==> config.mk <==
export PLATFORM = sky130hd
export DESIGN_NAME = uart_cmd_ctrl
export DESIGN_NICKNAME = d
export VERILOG_FILES = /design/src/rtl/uart_cmd_pkg.sv /design/src/rtl/uart_cmd_fifo.sv /design/src/rtl/uart_cmd_ctrl.sv
export SDC_FILE = /design/constraint.sdc
export NUM_CORES = 1
export LEC_CHECK = 0
export CAP_MARGIN = 30
export CORE_ASPECT_RATIO = 1.2
export CORE_MARGIN = 4
export CORE_UTILIZATION = 55
export DETAILED_ROUTE_END_ITERATION = 8
export MAX_ROUTING_LAYER = met4
export PLACE_DENSITY_LB_ADDON = 0.08
export SYNTH_ARGS = -nofsm -noshare
export SYNTH_HDL_FRONTEND = slang
export SYNTH_HIERARCHICAL = 1
export SYNTH_SLANG_ARGS = --single-unit
==> constraint.sdc <==
create_clock -name clk -period 3.75 [get_ports clk]
set_input_delay 1.125 -clock clk [delete_from_list [all_inputs] [get_ports clk]]
set_output_delay 1.125 -clock clk [all_outputs]
set_load 0.05 [all_outputs]
==> src/rtl/uart_cmd_pkg.sv <==
// Shared state encoding, ASCII command constants and byte classifier for the
// UART command sequencer.
package uart_cmd_pkg;

    typedef enum logic [1:0] {
        ST_IDLE   = 2'd0,
        ST_DECODE = 2'd1,
        ST_ISSUE  = 2'd2
    } state_t;

    typedef enum logic [1:0] {
        CMD_MOVE = 2'd0,
        CMD_NEW  = 2'd1,
        CMD_SKIP = 2'd2,
        CMD_ERR  = 2'd3
    } cmd_kind_t;

    localparam logic [7:0] ASC_1  = 8'h31;
    localparam logic [7:0] ASC_9  = 8'h39;
    localparam logic [7:0] ASC_R  = 8'h52;
    localparam logic [7:0] ASC_r  = 8'h72;
    localparam logic [7:0] ASC_CR = 8'h0D;
    localparam logic [7:0] ASC_LF = 8'h0A;

    // Map a received byte onto the command it represents.
    function automatic cmd_kind_t cmd_classify(input logic [7:0] b);
        cmd_kind_t k;
        if (b >= ASC_1 && b <= ASC_9) begin
            k = CMD_MOVE;
        end else if (b == ASC_R || b == ASC_r) begin
            k = CMD_NEW;
        end else if (b == ASC_CR || b == ASC_LF) begin
            k = CMD_SKIP;
        end else begin
            k = CMD_ERR;
        end
        return k;
    endfunction

endpackage

==> src/rtl/uart_cmd_fifo.sv <==
// Small synchronous byte FIFO. A push while full succeeds only when a pop
// happens in the same cycle; otherwise the byte is refused.
module uart_cmd_fifo #(
    parameter int unsigned DEPTH = 4,
    parameter int unsigned WIDTH = 8
) (
    input  logic                   clk,
    input  logic                   reset,
    input  logic                   i_push,
    input  logic [WIDTH-1:0]       i_din,
    input  logic                   i_pop,
    output logic [WIDTH-1:0]       o_dout_c,
    output logic                   o_full_c,
    output logic                   o_empty_c,
    output logic [$clog2(DEPTH):0] o_count_nxt_c
);

    localparam int unsigned AW = $clog2(DEPTH);
    localparam int unsigned CW = $clog2(DEPTH) + 1;

    logic [WIDTH-1:0] r_mem [DEPTH];
    logic [AW-1:0]    r_wr_ptr;
    logic [AW-1:0]    r_rd_ptr;
    logic [CW-1:0]    r_count;
    logic             w_push_ok;
    logic             w_pop_ok;

    assign o_full_c  = (r_count == CW'(DEPTH));
    assign o_empty_c = (r_count == '0);
    assign o_dout_c  = r_mem[r_rd_ptr];
    assign w_pop_ok  = i_pop && !o_empty_c;
    assign w_push_ok = i_push && (!o_full_c || w_pop_ok);

    // Next-cycle occupancy, also exported so the parent can register busy.
    always_comb begin
        o_count_nxt_c = r_count;
        if (w_push_ok && !w_pop_ok) begin
            o_count_nxt_c = r_count + 1'b1;
        end else if (!w_push_ok && w_pop_ok) begin
            o_count_nxt_c = r_count - 1'b1;
        end
    end

    // Pointers wrap naturally at DEPTH (power of two).
    always_ff @(posedge clk or posedge reset) begin
        if (reset) begin
            r_wr_ptr <= '0;
            r_rd_ptr <= '0;
            r_count  <= '0;
        end else begin
            if (w_push_ok) begin
                r_wr_ptr <= r_wr_ptr + AW'(1);
            end
            if (w_pop_ok) begin
                r_rd_ptr <= r_rd_ptr + AW'(1);
            end
            r_count <= o_count_nxt_c;
        end
    end

    // Storage array; contents are don't-care until written.
    always_ff @(posedge clk) begin
        if (w_push_ok) begin
            r_mem[r_wr_ptr] <= i_din;
        end
    end

endmodule

==> src/rtl/uart_cmd_ctrl.sv <==
// UART command sequencer: buffers received bytes, decodes ASCII commands into
// tic-tac-toe moves / new-game requests, and hands moves to the game FSM over
// valid/ready with an acknowledge timeout.
// Optional build macro UART_CMD_ECHO_EN adds an echo_* stream of every decoded
// non-CR/LF byte; the sequencer will not fetch a new byte while an echo is pending.
module uart_cmd_ctrl #(
    parameter int unsigned FIFO_DEPTH  = 4,
    parameter int unsigned ACK_TIMEOUT = 1024
) (
    input  logic       clk,
    input  logic       reset,
    input  logic [7:0] rx_data,
    input  logic       rx_valid,
    output logic       move_valid,
    output logic [3:0] move_cell,
    input  logic       move_ready,
    output logic       new_game,
    output logic       err_cmd,
    output logic       err_timeout,
    output logic       ovf,
    input  logic       ovf_clr,
    output logic       busy
`ifdef UART_CMD_ECHO_EN
    ,
    output logic [7:0] echo_data,
    output logic       echo_valid,
    input  logic       echo_ready
`endif
);

    import uart_cmd_pkg::*;

    localparam int unsigned CW = $clog2(FIFO_DEPTH) + 1;
    localparam int unsigned TW = $clog2(ACK_TIMEOUT + 1);

    state_t        r_state;
    state_t        w_state_nxt;
    logic [7:0]    r_cmd;
    logic [TW-1:0] r_timer;
    logic [TW-1:0] w_timer_nxt;
    logic          r_move_valid;
    logic          w_move_valid_nxt;
    logic [3:0]    r_move_cell;
    logic [3:0]    w_move_cell_nxt;
    logic          r_new_game;
    logic          w_new_game_nxt;
    logic          r_err_cmd;
    logic          w_err_cmd_nxt;
    logic          r_err_timeout;
    logic          w_err_timeout_nxt;
    logic          r_ovf;
    logic          r_busy;
    logic          w_pop;
    logic          w_echo_block;
    logic          w_ovf_set;
    logic [7:0]    w_fifo_dout;
    logic          w_fifo_full;
    logic          w_fifo_empty;
    logic [CW-1:0] w_fifo_cnt_nxt;
    cmd_kind_t     w_kind;

    uart_cmd_fifo #(
        .DEPTH (FIFO_DEPTH),
        .WIDTH (8)
    ) u_fifo (
        .clk           (clk),
        .reset         (reset),
        .i_push        (rx_valid),
        .i_din         (rx_data),
        .i_pop         (w_pop),
        .o_dout_c      (w_fifo_dout),
        .o_full_c      (w_fifo_full),
        .o_empty_c     (w_fifo_empty),
        .o_count_nxt_c (w_fifo_cnt_nxt)
    );

    assign w_kind    = cmd_classify(r_cmd);
    // A byte is lost only when full and nothing leaves in the same cycle.
    assign w_ovf_set = rx_valid && w_fifo_full && !w_pop;

    // Next-state and next-output decode for the sequencer.
    always_comb begin
        w_state_nxt       = r_state;
        w_pop             = 1'b0;
        w_timer_nxt       = '0;
        w_move_valid_nxt  = 1'b0;
        w_move_cell_nxt   = '0;
        w_new_game_nxt    = 1'b0;
        w_err_cmd_nxt     = 1'b0;
        w_err_timeout_nxt = 1'b0;
        unique case (r_state)
            ST_IDLE: begin
                if (!w_fifo_empty && !w_echo_block) begin
                    w_pop       = 1'b1;
                    w_state_nxt = ST_DECODE;
                end
            end
            ST_DECODE: begin
                w_state_nxt = ST_IDLE;
                case (w_kind)
                    CMD_MOVE: begin
                        w_state_nxt      = ST_ISSUE;
                        w_move_valid_nxt = 1'b1;
                        w_move_cell_nxt  = 4'(r_cmd - ASC_1);
                    end
                    CMD_NEW:  w_new_game_nxt = 1'b1;
                    CMD_SKIP: w_state_nxt    = ST_IDLE;
                    default:  w_err_cmd_nxt  = 1'b1;
                endcase
            end
            ST_ISSUE: begin
                if (move_ready) begin
                    w_state_nxt = ST_IDLE;
                end else if (r_timer == TW'(ACK_TIMEOUT - 1)) begin
                    w_state_nxt       = ST_IDLE;
                    w_err_timeout_nxt = 1'b1;
                end else begin
                    w_move_valid_nxt = 1'b1;
                    w_move_cell_nxt  = r_move_cell;
                    w_timer_nxt      = r_timer + 1'b1;
                end
            end
            default: w_state_nxt = ST_IDLE;
        endcase
    end

    // State register plus registered outputs and command latch.
    always_ff @(posedge clk or posedge reset) begin
        if (reset) begin
            r_state       <= ST_IDLE;
            r_cmd         <= '0;
            r_timer       <= '0;
            r_move_valid  <= 1'b0;
            r_move_cell   <= '0;
            r_new_game    <= 1'b0;
            r_err_cmd     <= 1'b0;
            r_err_timeout <= 1'b0;
            r_busy        <= 1'b0;
        end else begin
            r_state       <= w_state_nxt;
            if (w_pop) begin
                r_cmd <= w_fifo_dout;
            end
            r_timer       <= w_timer_nxt;
            r_move_valid  <= w_move_valid_nxt;
            r_move_cell   <= w_move_cell_nxt;
            r_new_game    <= w_new_game_nxt;
            r_err_cmd     <= w_err_cmd_nxt;
            r_err_timeout <= w_err_timeout_nxt;
            r_busy        <= (w_state_nxt != ST_IDLE) || (w_fifo_cnt_nxt != '0);
        end
    end

    // Sticky overflow; a new overflow outranks a same-cycle clear.
    always_ff @(posedge clk or posedge reset) begin
        if (reset) begin
            r_ovf <= 1'b0;
        end else if (w_ovf_set) begin
            r_ovf <= 1'b1;
        end else if (ovf_clr) begin
            r_ovf <= 1'b0;
        end
    end

`ifdef UART_CMD_ECHO_EN
    logic       r_echo_valid;
    logic [7:0] r_echo_data;
    logic       w_echo_load;

    assign w_echo_load  = (r_state == ST_DECODE) && (w_kind != CMD_SKIP);
    assign w_echo_block = r_echo_valid;

    // Echo holding register, offered until the consumer takes it.
    always_ff @(posedge clk or posedge reset) begin
        if (reset) begin
            r_echo_valid <= 1'b0;
            r_echo_data  <= '0;
        end else if (w_echo_load) begin
            r_echo_valid <= 1'b1;
            r_echo_data  <= r_cmd;
        end else if (echo_ready) begin
            r_echo_valid <= 1'b0;
        end
    end

    assign echo_valid = r_echo_valid;
    assign echo_data  = r_echo_data;
`else
    assign w_echo_block = 1'b0;
`endif

    assign move_valid  = r_move_valid;
    assign move_cell   = r_move_cell;
    assign new_game    = r_new_game;
    assign err_cmd     = r_err_cmd;
    assign err_timeout = r_err_timeout;
    assign ovf         = r_ovf;
    assign busy        = r_busy;

endmodule

==> flow_summary.toml, run 1 <==
[setup_path]
max_stage_delay_ns = 0.44
r2r_cells = 11
crit_family = "simple AND/OR/NAND/NOR gates"
path_buf_inv = 2
arrival_ns = 3.06
cp-end-kind = "flop"
crit_path_end = "busy"
crit_fanout = 7
timing_worst_setup_path_type = "reg2reg"
r2r_start = "u_fifo/r_count[1]"
critPathLaunch = "u_fifo/r_count[1]"
reg2reg_slack_ns = 0.90
critPathRequiredTime_ns = 3.96
cp_slowest_cell = "dfrtp_1"
worst-path-stages = 11
cp-start-kind = "flop"
crit_chain = "inv_1 > ha_1 > nand2b_1 > inv_1 > nor2b_1 > nand2b_1 > maj3_2 > nand3_1 > o21ai_1 > or3_1 > or3_1"
timing.rr.end = "busy"

[sta]
min_period_over_period = 0.7599
worstMarginPinSlew_ns = 0.5143
finalHoldViolations = 0
max_slew_margin = 0.6560
layout_setup_ws_ns = 0.9002
fmax_mhz = 350.9
finalMaxSlewViolations = 0
rsz0062_at_grt = "no"
tns_ns = 0
finalClockSkew_ns = 0.009129
finalCriticalPeriod_ns = 2.850
final-setup-viol-count = 0

[clock_network]
clock-root-buffer = "clkbuf_8"
cts_htree_levels = 3
cts_tree = "done"
hold_buffers = 0
cts.sink_count = 70
clk_pin_slew_ns = 0.07
cts_buffer_depth = 2
cts_setup_buffers = 0
ctsResizeCount = 0
cts_made_buffers = 9
clock_latency_ns = 0.33

[route]
drc = 0
wl_per_cell_um = 15.06
drt_iter0_drc = 83
drt-pass1-iter-count = 4
drtAntennaViolNets = 0
route.top_layer_used = "met4"
drt-total-wl_um = 5227
viasPerCell = 5.248
wl_met2_um = 2741
routed-wl-met3_um = 186
wl_met1_um = 2213
vias = 1821

[run_status]
status = "complete, no violations"

[finish]
area_delta_synth_final_pct = 16.65
seqCellArea_um2 = 1912
drive_above_1_share = 0.1348
num_antenna_cells = 0
n_fill_cell = 419
multiInputGateArea_um2 = 1229
fin_nets = 290

[synthesis]
yosys-top-cells-count = "dfrtp_1, edfxtp_1, nand2_1, ha_1, inv_1"
synth_cell_types = 52
async_flop_share = 0.5429
netlist_instances = 232
synth_nets = 260
synth.most_common_cell = "dfrtp_1"
syn_area_per_cell_um2 = 13.92
synth_warnings = 6
synth.top_cells.by_area = "edfxtp_1, dfrtp_1, mux4_1"
yosysSeqAreaShare = 0.5918
synth-edff-count = 32
ys_seq_elements = 70
yosys.area.top_type = "edfxtp_1"
yosys.area.top_type_share = 0.2974
synth_ff_type = "dfrtp_1"
syn_area_um2 = 3231

[die]
die_y_um = 91.96
start_util = 0.5700
core_area_um2 = 5668
dieWidth_um = 77.97
dieArea_um2 = 7169
rows = 30
pin_count = 23

[place]
post-place-ws_ns = 0.5888
place_congestion = 0.8948
dp_hpwl_um = 3670
numPortBuffers = 22

[pwr]
powerDensity_nw_per_um2 = 721.4
ir_drop_mv = 0.5441
p_leak_uw = 0.001509

[global_routing]
antenna_found_initial = 0
grt_pass1_wl_um = 8825
gr-total-overflow = 0
gr-usage-all-layers = 0.1663
grt_pass1_vias = 1863
grt_max_degree = 32

[run]
maxCapViolCount = 0

[hold_path]
hold_class = "reg2reg"
## routing by layer
metal	up-vias	track usage
met5	-	-
met4	0	0.08163
met3	8	0.03831
met2	40	0.2729
met1	874	0.1923
li1	899	-
## layout by cell type (no fill, tap or decap), types with 3 or more instances in the layout
cell	n
nor2b_1	3
bufinv_16	3
xor2_1	6
ha_1	15
nand2_1	17
nand2b_1	4
and2_1	5
nand3_1	6
mux2_2	6
xnor2_1	9
a21oi_1	4
clkbuf_8	9
nor2_1	13
inv_1	15
o31ai_1	4
dfrtp_1	38
edfxtp_1	32
mux4_1	8
o21ai_0	6
clkdlybuf4s50_1	22
## per-stage QoR
| stage | cell area (um2) | util | power [uW] | hold WS, ns | instances |
|---|---|---|---|---|---|
| 2_1_floorplan | 3231 | - | 1820 | 0.4745 | 232 |
| 3_3_place_gp | 3532 | 0.6232 | 2000 | 0.4656 | 331 |
| 4_1_cts | 3769 | 0.6649 | 2741 | 0.4912 | 347 |
| 5_1_grt | 3769 | 0.6649 | 2890 | 0.5278 | 347 |
| 3_5_place_dp | 3532 | 0.6232 | 2027 | 0.4741 | 331 |
| 6_report | 3769 | 0.6649 | 2719 | 0.4809 | 347 |
## cell families (layout without fill, tap and decap cells)
group                      Yosys count  after routing  share of synthesized area
DFF                                 70             70                     0.5918
and+or+nand+nor                     67             67                     0.1174
AOI/OAI and AO/OA                   28             28                    0.06856
buffers and inverters               20             55                    0.02788
adders and majority gates           16             16                    0.06158
muxes                               16             16                    0.09217
xor gates and xnor gates            15             15                    0.04067
## state kept, by name, indices dropped and copies added (netlist names)
register and count:
busy 1, err_cmd 1, r_cmd 8, err_timeout 1, move_valid 1, u_fifo/r_mem 32
r_timer 11, u_fifo/r_rd_ptr 2, move_cell 4, ovf 1, r_state 2, u_fifo/r_wr_ptr 2
u_fifo/r_count 3, new_game 1
## power breakdown
group	switching [uW]	internal, uW	total (uW)
Sequential	154	994	1150
Clock	266	438	704
Combinational	448	419	867
Total	868	1850	2720
## area by class of cell
| type | instances | share of cell area |
|---|---|---|
| sequential | 70 | 0.5073 |
| multi-input combinational | 142 | 0.3260 |
| timing repair buffer | 24 | 0.06242 |
| clock buffer | 9 | 0.03287 |
| clock inverter | 7 | 0.02988 |
| tap | 80 | 0.02656 |
| inverter | 15 | 0.01494 |
## worst register-to-register path, cell delays in order, from the launching register on
cell	delay, ns
dfrtp_1	0.44
inv_1	0.11
ha_1	0.28
nand2b_1	0.19
inv_1	0.07
nor2b_1	0.35
nand2b_1	0.15
maj3_2	0.33
nand3_1	0.08
o21ai_1	0.08
or3_1	0.36
or3_1	0.30
## how the worst min path moves through the flow
stage                            start           end  slack (ns)  cells after the start
after floorplan            r_timer[10]   r_timer[10]        0.47                      2
after global placement    move_cell[0]  move_cell[0]        0.47                      2
after CTS                 move_cell[1]  move_cell[1]        0.49                      2
final                     move_cell[1]  move_cell[1]        0.48                      2
after detailed placement  move_cell[1]  move_cell[1]        0.47                      2
after global routing      move_cell[3]  move_cell[3]        0.53                      2
Power figures use the tool's default switching activity.
==> inputs of run 2 (changes only) <==
==> constraint.sdc (replaced) <==
create_clock -name clk -period 2.8 [get_ports clk]
set_input_delay 0.84 -clock clk [delete_from_list [all_inputs] [get_ports clk]]
set_output_delay 0.84 -clock clk [all_outputs]
set_load 0.05 [all_outputs]
==> run 2 against run 1 <==
Combinational power up 36%. Die area is the same. Global-route usage about the same. Via count is 2.1% higher.
==> flow_summary.toml, run 2 (synthesis results as in run 1) <==
[die]
rows = 30
core_area_um2 = 5668
start_util = 0.5700
die_y_um = 91.96
pin_count = 23
dieWidth_um = 77.97
dieArea_um2 = 7169

[global_routing]
grt_max_degree = 32
gr-total-overflow = 0
gr-usage-all-layers = 0.1660
antenna_found_initial = 0
grt_pass1_wl_um = 8845
grt_pass1_vias = 1905

[clock_network]
cts.sink_count = 70
cts_htree_levels = 3
cts_setup_buffers = 0
clk_pin_slew_ns = 0.08
cts_made_buffers = 9
clock-root-buffer = "clkbuf_8"
cts_buffer_depth = 2
clock_latency_ns = 0.34
cts_tree = "done"
ctsResizeCount = 0
hold_buffers = 0

[route]
wl_per_cell_um = 14.50
drt-pass1-iter-count = 4
vias = 1860
drtAntennaViolNets = 0
viasPerCell = 5.314
drt_iter0_drc = 60
drt-total-wl_um = 5074
drc = 0

[pwr]
p_leak_uw = 0.001506
ir_drop_mv = 0.5449
p_int_uw = 2333
seqPwrFrac = 0.433
powerDensity_nw_per_um2 = 940.5
p_switching_uw = 1204
combPwrFrac = 0.335
switching_share = 0.3404
clkPwrFrac = 0.233

[run]
maxCapViolCount = 0

[sta]
tns_ns = 0
finalClockSkew_ns = 0.007129
max_slew_margin = 0.6555
worstMarginPinSlew_ns = 0.5151
finalMaxSlewViolations = 0
min_period_over_period = 0.8961
rsz0062_at_grt = "no"
fmax_mhz = 398.5
finalCriticalPeriod_ns = 2.509
finalHoldViolations = 0
layout_setup_ws_ns = 0.2908
final-setup-viol-count = 0

[setup_path]
timing_worst_setup_path_type = "reg2reg"
arrival_ns = 2.73
crit_fanout = 6
critPathRequiredTime_ns = 3.02
cp-start-kind = "flop"
cp-end-kind = "flop"

[place]
post-place-ws_ns = 0.07259
dp_hpwl_um = 3612
placed_area_um2 = 3555
place_congestion = 0.9038
numPortBuffers = 22

[finish]
final_cell_area_um2 = 3761
multiInputGateArea_um2 = 1231
largest_register_ffs = 32
area_delta_synth_final_pct = 16.42
regMostFlops = "u_fifo/r_mem"
drive_above_1_share = 0.1519
fin_nets = 293
num_antenna_cells = 0
layout_commonest_cell = "dfrtp_1"
n_fill_cell = 420
final_cell_mix = "dfrtp_1, edfxtp_1, clkdlybuf4s50_1"
seqCellArea_um2 = 1912
reg_top3 = "u_fifo/r_mem: 32 flops, r_timer: 11 flops, r_cmd: 8 flops"

[run_status]
status = "complete, no violations"

[hold_path]
hold_class = "reg2reg"
-- run 2: cell types whose count changed in the layout (fill, tap and decap cells not counted) --
cell        previous run  this run
clkinv_1               1         0
clkinvlp_4             0         1
nor2b_1                3         2
inv_8                  0         1
buf_4                  2         5
clkinv_4               1         0
bufinv_16              3         1
clkinv_2               2         1
nor2b_2                0         1
inv_6                  0         3
-- run 2: per-layer routing --
layer | track usage | share of wire | wire length, um | up-vias
met2 | 0.2900 | 0.52 | 2631 | 41
li1 | - | - | - | 909
met4 | 0.06560 | 0.018 | 89 | 0
met1 | 0.1841 | 0.43 | 2170 | 899
met3 | 0.03635 | 0.036 | 184 | 11
met5 | - | 0 | 0 | -
-- run 2: metrics by stage --
step / total power (uW) / hold slack (ns) / utilization / std cells
floorplan: 2438 / 0.4745 / - / 232
global placement: 2719 / 0.4641 / 0.6272 / 334
detailed placement: 2734 / 0.4661 / 0.6272 / 334
CTS: 3573 / 0.4850 / 0.6631 / 350
global route: 3785 / 0.5188 / 0.6636 / 350
finish: 3537 / 0.4770 / 0.6636 / 350
-- run 2: final timing paths --
kind	start	endpoint	slack, ns	cells after the start
min reg2reg	move_cell[2]	move_cell[2]	0.48	2
min in group asynchronous	reset	u_fifo/r_rd_ptr[1]	0.75	2
max reg2reg	u_fifo/r_count[1]	busy	0.29	11
min	move_cell[2]	move_cell[2]	0.48	2
max	u_fifo/r_count[1]	busy	0.29	11
max in group asynchronous	reset	r_timer[4]	1.62	3
-- run 2: cell type report --
| cell class | count | area share |
|---|---|---|
| timing repair buffer | 27 | 0.06853 |
| sequential | 70 | 0.5083 |
| inverter | 15 | 0.01497 |
| clock inverter | 7 | 0.02129 |
| clock buffer | 9 | 0.03293 |
| multi-input combinational | 142 | 0.3273 |
| tap | 80 | 0.02661 |
-- run 2: power by group through the flow --
stage          clock [uW]  sequential, uW  combinational, uW
2_1_floorplan           0            1520                918
3_3_place_gp            0            1550               1170
3_5_place_dp            0            1550               1180
4_1_cts               850            1530               1190
5_1_grt               904            1560               1320
6_report              824            1530               1180
-- run 2: worst max-delay path: stages (launching register included) --
cell and delay (ns):
dfrtp_1 0.44, inv_1 0.11, ha_1 0.20, nand2b_1 0.09
inv_1 0.06, nor2b_2 0.23, nand2b_1 0.12, maj3_2 0.32
nand3_1 0.08, o21ai_1 0.08, or3_1 0.36, or3_1 0.30
==> inputs of run 3 (changes only) <==
--- a/config.mk
+++ b/config.mk
@@ -9,6 +9,7 @@
 export CORE_ASPECT_RATIO = 1.2
 export CORE_MARGIN = 4
 export CORE_UTILIZATION = 55
+export CTS_CLUSTER_DIAMETER = 30
 export DETAILED_ROUTE_END_ITERATION = 8
 export MAX_ROUTING_LAYER = met4
 export PLACE_DENSITY_LB_ADDON = 0.08
==> results of run 3 <==
Final layout, timing and power as in run 2 (identical DEF).
